`src/rtl/seq_divider.sv`:
```
// seq_divider: multi-cycle restoring divider for DIV/DIVU in the EX stage.
// One quotient bit per clock, then a single sign-fix cycle; results are
// packed {remainder, quotient} for the HI/LO registers.
module seq_divider #(
  parameter int unsigned WIDTH = 32,
  parameter int unsigned CNT_W = 6
) (
  input  logic               clk,
  input  logic               reset,
  input  logic               start,
  input  logic               is_signed,
  input  logic [WIDTH-1:0]   dividend,
  input  logic [WIDTH-1:0]   divisor,
  output logic               busy,
  output logic               done,
  output logic               div_zero,
  output logic [WIDTH-1:0]   quotient,
  output logic [WIDTH-1:0]   remainder,
  output logic [2*WIDTH-1:0] divout
);

  localparam logic [1:0] IDLE = 2'd0;
  localparam logic [1:0] RUN  = 2'd1;
  localparam logic [1:0] FIX  = 2'd2;
  localparam logic [1:0] DONE = 2'd3;

  logic [1:0]         state, state_d;
  logic [WIDTH-1:0]   rem, rem_d;
  logic [WIDTH-1:0]   dq, dq_d;
  logic [WIDTH-1:0]   dvs, dvs_d;
  logic [CNT_W-1:0]   cnt, cnt_d;
  logic               neg_q, neg_q_d;
  logic               neg_r, neg_r_d;
  logic               busy_d, done_d, div_zero_d;
  logic [WIDTH-1:0]   quotient_d, remainder_d;
  logic [2*WIDTH-1:0] divout_d;

  // Scratch values for the current step / sign handling
  logic [WIDTH:0]     rem_sh;
  logic [WIDTH-1:0]   dq_sh;
  logic               neg_dd, neg_dv;
  logic [WIDTH-1:0]   q_fix, r_fix;

  // Next-state and datapath update for every state
  always_comb begin
    state_d     = state;
    rem_d       = rem;
    dq_d        = dq;
    dvs_d       = dvs;
    cnt_d       = cnt;
    neg_q_d     = neg_q;
    neg_r_d     = neg_r;
    div_zero_d  = div_zero;
    quotient_d  = quotient;
    remainder_d = remainder;
    divout_d    = divout;
    rem_sh      = '0;
    dq_sh       = '0;
    neg_dd      = 1'b0;
    neg_dv      = 1'b0;
    q_fix       = '0;
    r_fix       = '0;

    case (state)
      IDLE: begin
        if (start) begin
          neg_dd  = is_signed & dividend[WIDTH-1];
          neg_dv  = is_signed & divisor[WIDTH-1];
          neg_q_d = neg_dd ^ neg_dv;
          neg_r_d = neg_dd;
          dq_d    = neg_dd ? -dividend : dividend;
          dvs_d   = neg_dv ? -divisor : divisor;
          rem_d   = '0;
          cnt_d   = CNT_W'(WIDTH);
          if (divisor == '0) begin
            // Divide by zero skips the iteration and reports raw dividend bits
            quotient_d  = '1;
            remainder_d = dividend;
            divout_d    = {dividend, {WIDTH{1'b1}}};
            div_zero_d  = 1'b1;
            state_d     = DONE;
          end else begin
            state_d = RUN;
          end
        end
      end
      RUN: begin
        rem_sh = {rem, dq[WIDTH-1]};
        dq_sh  = {dq[WIDTH-2:0], 1'b0};
        if (rem_sh >= {1'b0, dvs}) begin
          rem_d    = WIDTH'(rem_sh - {1'b0, dvs});
          dq_sh[0] = 1'b1;
        end else begin
          rem_d = rem_sh[WIDTH-1:0];
        end
        dq_d  = dq_sh;
        cnt_d = cnt - CNT_W'(1);
        if (cnt == CNT_W'(1)) state_d = FIX;
      end
      FIX: begin
        q_fix       = neg_q ? -dq : dq;
        r_fix       = neg_r ? -rem : rem;
        quotient_d  = q_fix;
        remainder_d = r_fix;
        divout_d    = {r_fix, q_fix};
        div_zero_d  = 1'b0;
        state_d     = DONE;
      end
      default: begin
        state_d = IDLE;
      end
    endcase

    busy_d = (state_d != IDLE);
    done_d = (state_d == DONE);
  end

  // State and datapath registers
  always_ff @(posedge clk or negedge reset) begin
    if (!reset) begin
      state     <= IDLE;
      rem       <= '0;
      dq        <= '0;
      dvs       <= '0;
      cnt       <= '0;
      neg_q     <= 1'b0;
      neg_r     <= 1'b0;
      busy      <= 1'b0;
      done      <= 1'b0;
      div_zero  <= 1'b0;
      quotient  <= '0;
      remainder <= '0;
      divout    <= '0;
    end else begin
      state     <= state_d;
      rem       <= rem_d;
      dq        <= dq_d;
      dvs       <= dvs_d;
      cnt       <= cnt_d;
      neg_q     <= neg_q_d;
      neg_r     <= neg_r_d;
      busy      <= busy_d;
      done      <= done_d;
      div_zero  <= div_zero_d;
      quotient  <= quotient_d;
      remainder <= remainder_d;
      divout    <= divout_d;
    end
  end

endmodule

```
`config.mk`:
```
export PLATFORM = sky130hd
export DESIGN_NAME = seq_divider
export DESIGN_NICKNAME = d
export VERILOG_FILES = /design/src/rtl/seq_divider.sv
export SDC_FILE = /design/constraint.sdc
export NUM_CORES = 1
export LEC_CHECK = 0
export CAP_MARGIN = 20
export CORE_AREA = 2 2 177 179
export DETAILED_ROUTE_END_ITERATION = 8
export DIE_AREA = 0 0 179 181
export SLEW_MARGIN = 20
export SYNTH_ARGS = -nofsm -noshare
export SYNTH_HDL_FRONTEND = slang
export SYNTH_SLANG_ARGS = --single-unit
```
`constraint.sdc`:
```
create_clock -name clk -period 3 [get_ports clk]
set_input_delay 0.3 -clock clk [delete_from_list [all_inputs] [get_ports clk]]
set_output_delay 0.3 -clock clk [all_outputs]
set_load 0.02 [all_outputs]
```
Word level (Yosys, flattened, before mapping). Cells that the tools add are included.

Register bits after elaboration: 237. Input port bits: 68. Output and inout port bits: 131. Logic and storage cells: 65.

Add/subtract/negate cells: 6. $lt $le $gt $ge: 1. Equality and inequality tests: 6. Muxes and demuxes: 28. Bitwise logic cells: 3. Reduce and logical (&&, ||, !) cells: 8.

Operators with widths (number): 2-to-1 mux 32 bit (11); case mux 32 bit (2 select lines) (4); 2-to-1 mux 64 bit (2); negation 32 bit (4); case mux 64 bit (2 select lines) (1); greater-or-equal comparator 33 x 32 -> 1 bit (1); zero test 32 bit (1); subtractor 32 bit (1); case mux 6 bit (2 select lines) (1); equality test 6 x 1 -> 1 bit (second input constant) (1); 2-to-1 mux 2 bit (3); 2-to-1 mux 6 bit (1); case mux 2 bit (3 select lines) (1); nonzero test 2 bit (3); subtractor 6 x 1 -> 6 bit (second input constant) (1); equality test 2 bit (second input constant) (2); != test 2 bit (second input constant) (2); AND reduction 2 bit (2); 2-to-1 mux 1 bit (3); AND reduction 3 bit (1); AND 1 bit (2); equality test 2 x 1 -> 1 bit (second input constant) (1); zero test 2 bit (1); case mux 1 bit (2 select lines) (1); XOR 1 bit (1).

Logic depth before layout (Yosys ltp). Gate-level depths: netlist (run 1).

Word-level depth: 5. Mapped depth: 13. Gate-level depth less buffers: 12.

Least setup slack after synthesis (run 1). Ideal clock, no wire load.

Kind: reg2reg. Start point: reg rem[17]. End point: reg rem[25]. Setup time: 120 ps. Arrival: 2894 ps. Required time: 2880 ps. Slack: -14 ps. Stages on the path, launching flop included: 12. Buffers on the path: 3. Clock period less this slack: 3014 ps. Cells stage by stage: dfrtp_1 -> ha_1 -> clkbuf_1 -> nand4_1 -> or4_1 -> nor4_1 -> nor3_1 -> nand3_1 -> clkbuf_1 -> buf_2 -> o21ai_0 -> a31o_2.

Cells in the longest elaborated chain, start to end: 3. Elaborated cells between the ends (all ways): 4. Those cells by class: add/sub (1); order compare (1); mux (2).

Ends and longest elaborated chain: start: declaration (RTL line 28) `logic [WIDTH-1:0] rem, rem_d;`; start signal: assignment (RTL line 136) `rem <= rem_d;`; subtractor 32 bit / greater-or-equal comparator 33 x 32 -> 1 bit (equally long branches) (RTL line 91, 90); 2-to-1 mux 32 bit (*) (RTL line 90) `if (rem_sh >= {1'b0, dvs}) begin`; case mux 32 bit (2 select lines) (*) (RTL line 64) `case (state)`.

Every way passes the cells marked *; elsewhere a longest branch is shown, timed or not. A chain may end at the register's enable or synchronous reset.

Worst setup path in the final report (run 1).
Start point: reg rem[11]. End point: reg rem[17].

The elaborated chain is that of the path after synthesis.

==> reports/results.tsv, run 1 <==
metric	value	unit
Final Critical Period	2.91	ns
reg2reg start	rem[11]	
Max Fclk	344	MHz
Initial Util	0.396	
syn_nets	1522	
total of warnings raised by yosys	0	
DR iter-0 viols	567	
Layout Area Growth over Synthesis	29.3	%
Final Hold Viols	0	
worst setup path start	rem[11]	
initial antenna violation count	0	
first-pass GRT wire length	55100	um
DRC viols	0	
CP required	3.29	ns
critical-path cell list	ha_1 > nand4_1 > or4_1 > nor4_1 > nor3_1 > nand3_1 > buf_12 > buf_4 > mux2i_1 > o21ai_0	
CP max stage cell	or4_1	
delay-heaviest family, CP	simple AND/OR/NAND/NOR gates	
switching pwr	9090	uW
vias in the first global route	10449	
via count	10815	
synthesized flop and latch total	173	
Die X	179	um
WL final	33800	um
Yosys cell types	64	
I/O pins	199	
Port Buffers	198	
vias per inst	5.30	
Pint	10900	uW
Tot Pwr	20000	uW
RSZ-0062 raised after global routing	true	
Mean Syn Cell Area	8.50	um^2
GP Congestion	0.893	
Site Rows	64	
Logic pwr share	0.653	
nature of the critical path endpoint	flip-flop	
Cell Pwr Density	1290	nW/um^2
layout cells sized above 1	0.127	
mapped cell area	12000	um^2
Critical path buffers and inverters	2	
Slew Limit Fails	0	
Max-cap violations	0	
status	complete, no violations	
CTS tree	done	
CP max FO	16	
Mapped Cells	1415	
Slew @ Worst Pin	0.779	ns
Sw Share	0.454	
Hold Crit Class	reg2reg	
CTS sink cnt	173	
layout net count	1738	
r2r endpoint	rem[17]	
Final setup viols	0	
post-synthesis sequential area ratio	0.360	
TritonRoute pass-1 iters	5	
GRT Util Overall	0.211	
CP Class	reg2reg	
Routed WL per cell	16.6	um
Post-DRT Antenna Nets	0	
Pleak	0.00650	uW
CP max stage delay	0.62	ns
Post-synth EDFFs	0	
crit share post-route	0.970	
worst reg2reg path depth	10	
post-DP HPWL	26300	um
CTS H-tree depth	4	
type of origin of the critical path	flip-flop	
root buffer cell	clkbuf_16	
Critical Path Stages	10	
n_diodes	0	
Clock Tree Buf Depth	2	
Critical Path Sink	rem[17]	
Die ar.	32400	um^2
pin count of the biggest net entering global routing	82	
clock power share	0.110	
worst skew pair latency	0.44	ns
asr flop ratio synth	1.00	
TritonCTS Buffers	17	
Clock Skews	0.0142	ns
Rel. slew slack	0.481	
Worst Path Arrival	3.20	ns
WHS	0.483	ns
sequential power share	0.236	
die height	181	um
final core utilization	0.512	
Top FF cell, synth	dfrtp_1	
total grt overflow	0	
setup tns final	0	ns
reg-to-reg setup timing slack	0.09	ns
Worst VDD drop	0.511	mV
Core Footprint	30300	um^2
Reg clk slew, reported paths	0.07	ns
==> metrics by stage <==
step / std cells / setup WS, ns / cell area (um^2)
finish: 2039 / 0.0910 / 15500
CTS: 2035 / 0.0331 / 15400
detailed placement: 2003 / -0.328 / 14800
global route: 2039 / -0.0314 / 15500
floorplan: 1415 / 0.0543 / 12000
global placement: 2003 / -0.295 / 14800
==> routing by layer <==
layer | track usage | wire length (um) | part of all wire | vias up
li1 | - | - | - | 5385
met1 | 0.287 | 15700 | 0.47 | 5134
met2 | 0.361 | 16300 | 0.48 | 276
met3 | 0.0221 | 1440 | 0.043 | 20
met4 | 0.0455 | 269 | 0.0080 | 0
met5 | 0 | 0 | 0 | -
==> power by group through the flow <==
stage | clock network [uW] | logic [uW] | registers (uW)
after floorplan | 0 | 7870 | 4990
after global placement | 0 | 12700 | 4720
after detailed placement | 0 | 12900 | 4760
after CTS | 2240 | 12900 | 4720
after global routing | 2340 | 14500 | 4900
final | 2210 | 13100 | 4730
==> cell type report <==
cell class              instances  area (um^2)
fillers                      2901        14800
multi-input cells            1047         6750
flip-flops and latches        173         4330
repair buffers                338         3190
well taps                     396          495
clock buffers                  17          425
inverters                      54          203
clock inverters                14          146
==> state kept, by name, indices dropped and copies added (netlist names), 2 cells and up <==
register   count
dq            32
dvs           32
remainder     32
quotient      31
state          2
rem           32
cnt            6
==> cell usage in the layout (no fill, tap or decap), types with 4 or more instances in the layout <==
master / count
xor2_1: 73
clkinv_4: 4
a22oi_1: 31
a211oi_1: 7
mux2i_1: 46
nand2_1: 145
and2_1: 5
xnor2_1: 71
o31ai_1: 28
or3_1: 13
o211ai_1: 4
nor2b_1: 9
o21ai_1: 31
or4_1: 13
inv_1: 53
o41ai_1: 9
or2_2: 4
buf_4: 126
clkbuf_16: 17
buf_12: 12
dfrtp_1: 172
o21a_1: 6
nand2b_1: 9
clkdlybuf4s50_1: 197
nor3_1: 58
o2bb2a_1: 6
o21ai_0: 136
ha_1: 37
and3_1: 6
nor4_1: 7
nand4_1: 14
a31oi_1: 5
o22ai_1: 4
nor2_1: 62
nand3_1: 50
a21o_1: 21
inv_8: 7
a21oi_1: 87
==> cell families (layout without fill, tap and decap cells) <==
family / Yosys count / count (layout) / share of synthesized area
AND/OR/NAND/NOR: 417 / 417 / 0.168
AO/OA/AOI/OAI: 399 / 399 / 0.199
buffers and inverters: 195 / 423 / 0.0863
flip-flops: 173 / 173 / 0.360
XOR/XNOR: 144 / 144 / 0.105
multiplexers: 48 / 48 / 0.0401
adder cells (fa/ha/maj): 39 / 39 / 0.0412
==> worst min-delay path: stages, from the launching register on <==
cell and delay (ns):
dfrtp_1 0.34, nand2_1 0.05, o21ai_0 0.06
==> what timing repair did <==
action / 4_1_cts / 5_1_grt
resized for setup: 3 / 22
setup endpoints to repair: 3 / 42
hold buffers: 1 / 0
pin swaps: 0 / 7
endpoints found under the hold margin: 79 / 0
buffers inserted: 0 / 4
==> synthesized netlist by cell type (all sizes together), types with 4 or more instances <==
library cell  instances  area [um^2]
o21ai               167          836
nor2                 64          240
o31ai                30          225
xnor2                71          622
inv                  54          203
clkbuf               58          218
nand2               147          554
mux2i                47          470
nor4                  8         65.1
buf                  83          617
nand2b               11         68.8
a22oi                31          233
o2bb2a                6         60.1
and3                  7         43.8
or2                   5         31.3
nor3                 58          290
nor2b                11         68.8
or4                  15          120
a211oi                7         52.6
ha                   38          475
o21a                  6         45.0
o211ai                4         30.0
and2                  5         31.3
xor2                 73          639
nand4                14         87.6
dfrtp               173         4330
o22ai                 4         25.0
or3                  14         87.6
a21oi                89          445
a21o                 21          158
o41ai                11         96.3
nand3                50          250
a31oi                 5         31.3
==> worst min path at each step <==
stage / startpoint / endpoint / cells after the start
after global routing: dvs[25] / dvs[25] / 2
after floorplan: reset / busy / 0
after detailed placement: reset / quotient[29] / 1
after CTS: cnt[5] / cnt[5] / 1
final: dvs[16] / dvs[16] / 2
after global placement: reset / quotient[29] / 1
Note: power is estimated with default switching activity, not from simulation.
==> inputs of run 2 (changes only) <==
--- a/config.mk
+++ b/config.mk
@@ -9,6 +9,7 @@
 export CORE_AREA = 2 2 177 179
 export DETAILED_ROUTE_END_ITERATION = 8
 export DIE_AREA = 0 0 179 181
+export SKIP_LAST_GASP = 1
 export SLEW_MARGIN = 20
 export SYNTH_ARGS = -nofsm -noshare
 export SYNTH_HDL_FRONTEND = slang
==> reports/results.tsv, run 2 (same netlist as run 1, synthesis figures left out) <==
metric	value	unit	change
vias in the first global route	10449		unchanged
via count	10761		-0.50%
Initial Util	0.396		unchanged
Die X	179	um	unchanged
root buffer cell	clkbuf_16		
total grt overflow	0		unchanged
Worst VDD drop	0.513	mV	+0.41%
Worst Path Arrival	3.23	ns	+0.03 ns
CP required	3.29	ns	about the same
pin count of the biggest net entering global routing	82		unchanged
layout cells sized above 1	0.127		-0.000609
worst skew pair latency	0.44	ns	about the same
Core Footprint	30300	um^2	unchanged
Final setup viols	0		unchanged
filler cell count	2901		unchanged
GP Congestion	0.893		unchanged
Clock Skews	0.0142	ns	-0.0000126 ns
met2 WL post-DR	16300	um	-0.28%
Site Rows	64		unchanged
layout net count	1738		unchanged
CTS H-tree depth	4		unchanged
GRT Util Overall	0.211		unchanged
Post-DRT Antenna Nets	0		unchanged
RSZ-0062 raised after global routing	true		
DRT met1 WL	15900	um	+0.66%
Max-cap violations	0		unchanged
Routed WL per cell	16.6	um	-0.13%
I/O pins	199		unchanged
die height	181	um	unchanged
Port Buffers	198		unchanged
Rel. slew slack	0.480		-0.00114
CP max FO	16		unchanged
Layout Area Growth over Synthesis	29.2	%	about the same
DR iter-0 viols	555		-2.1%
Slew @ Worst Pin	0.780	ns	+0.00171 ns
Final Hold Viols	0		unchanged
initial antenna violation count	0		unchanged
TritonRoute pass-1 iters	5		unchanged
CP Class	reg2reg		
final setup margin	0.0669	ns	-0.0241 ns
crit share post-route	0.978		+0.00803
TritonCTS Buffers	17		unchanged
met3 routed WL	1310	um	-9.1%
post-DP HPWL	26300	um	unchanged
Cell Pwr Density	1290	nW/um^2	about the same
Max Fclk	341	MHz	-0.82%
area of the multi-input gates	6740	um^2	about the same
WL final	33800	um	-0.13%
Clock Tree Buf Depth	2		unchanged
Pleak	0.00649	uW	about the same
first-pass GRT wire length	55100	um	unchanged
Slew Limit Fails	0		unchanged
most frequent cells in the layout	clkdlybuf4s50_1 (197), dfrtp_1 (172), nand2_1 (145), o21ai_0 (137), buf_4 (127)		
Final Critical Period	2.93	ns	+0.0241 ns
nature of the critical path endpoint	flip-flop		
uppermost layer routed	met4		
n_diodes	0		unchanged
WHS	0.484	ns	+0.000902 ns
DRC viols	0		unchanged
type of origin of the critical path	flip-flop		
Hold Crit Class	reg2reg		
vias per inst	5.28		-0.50%
Sequential Area	4330	um^2	unchanged
CTS sink cnt	173		unchanged
status	complete, no violations		
CTS tree	done		
setup slack at placement	-0.328	ns	unchanged
Reg clk slew, reported paths	0.08	ns	about the same
commonest non-fill, non-tap cell in the layout	clkdlybuf4s50_1		
Die ar.	32400	um^2	unchanged
run 2: cell counts in the layout (fill, tap and decap cells not counted):
No cell type changed its count.
run 2: worst paths after layout:
path / start / end / slack, ns / cells past startpoint
max: rem[15] / rem[21] / 0.07 / 10
min: dvs[5] / dvs[5] / 0.48 / 2
min reg2reg: dvs[5] / dvs[5] / 0.48 / 2
max reg2reg: rem[15] / rem[21] / 0.07 / 10
max in group asynchronous: reset / rem[11] / 1.73 / 3
min in group asynchronous: reset / quotient[29] / 0.49 / 2
run 2: what timing repair did:
item / in CTS / in global routing
pin swaps: 0 / 7
endpoints found under the setup margin: 3 / 42
endpoints found under the hold margin: 79 / 0
setup buffers: 0 / 4
hold buffers: 1 / 0
resized for setup: 3 / 19
run 2: routing by layer:
layer  global-route usage  vias up
met2                0.361      242
met5                    0        -
met1                0.287     5114
li1                     -     5384
met4               0.0455        0
met3               0.0221       21
run 2: stage by stage:
step / utilization / cell area, um^2 / power [uW] / std cells / setup TNS (ns)
final: 0.512 / 15500 / 20000 / 2039 / 0
after global routing: 0.512 / 15500 / 21700 / 2039 / -0.230
after CTS: 0.509 / 15400 / 19900 / 2035 / 0
after detailed placement: 0.489 / 14800 / 17600 / 2003 / -18.02
after global placement: 0.489 / 14800 / 17400 / 2003 / -14.56
after floorplan: - / 12000 / 12900 / 1415 / 0
run 2: final cells by class:
type	instances	share of cell area
multi-input combinational	1047	0.434
sequential	173	0.279
timing repair buffer	338	0.205
tap	396	0.0319
clock buffer	17	0.0274
inverter	54	0.0131
clock inverter	14	0.00943
run 2: critical path, stage by stage (launching register included):
cell and delay (ns):
dfrtp_1 0.41, ha_1 0.44, nand4_1 0.15, or4_1 0.63
nor4_1 0.35, nor3_1 0.08, nand3_1 0.12, buf_12 0.18
buf_4 0.16, mux2i_1 0.19, o21ai_0 0.09
run 2: power breakdown:
part / switching [uW] / leakage [uW] / total, uW / internal [uW]
logic: 6770 / 0.00413 / 13000 / 6270
registers: 1200 / 0.00209 / 4730 / 3520
clock network: 1100 / 0.000280 / 2210 / 1110
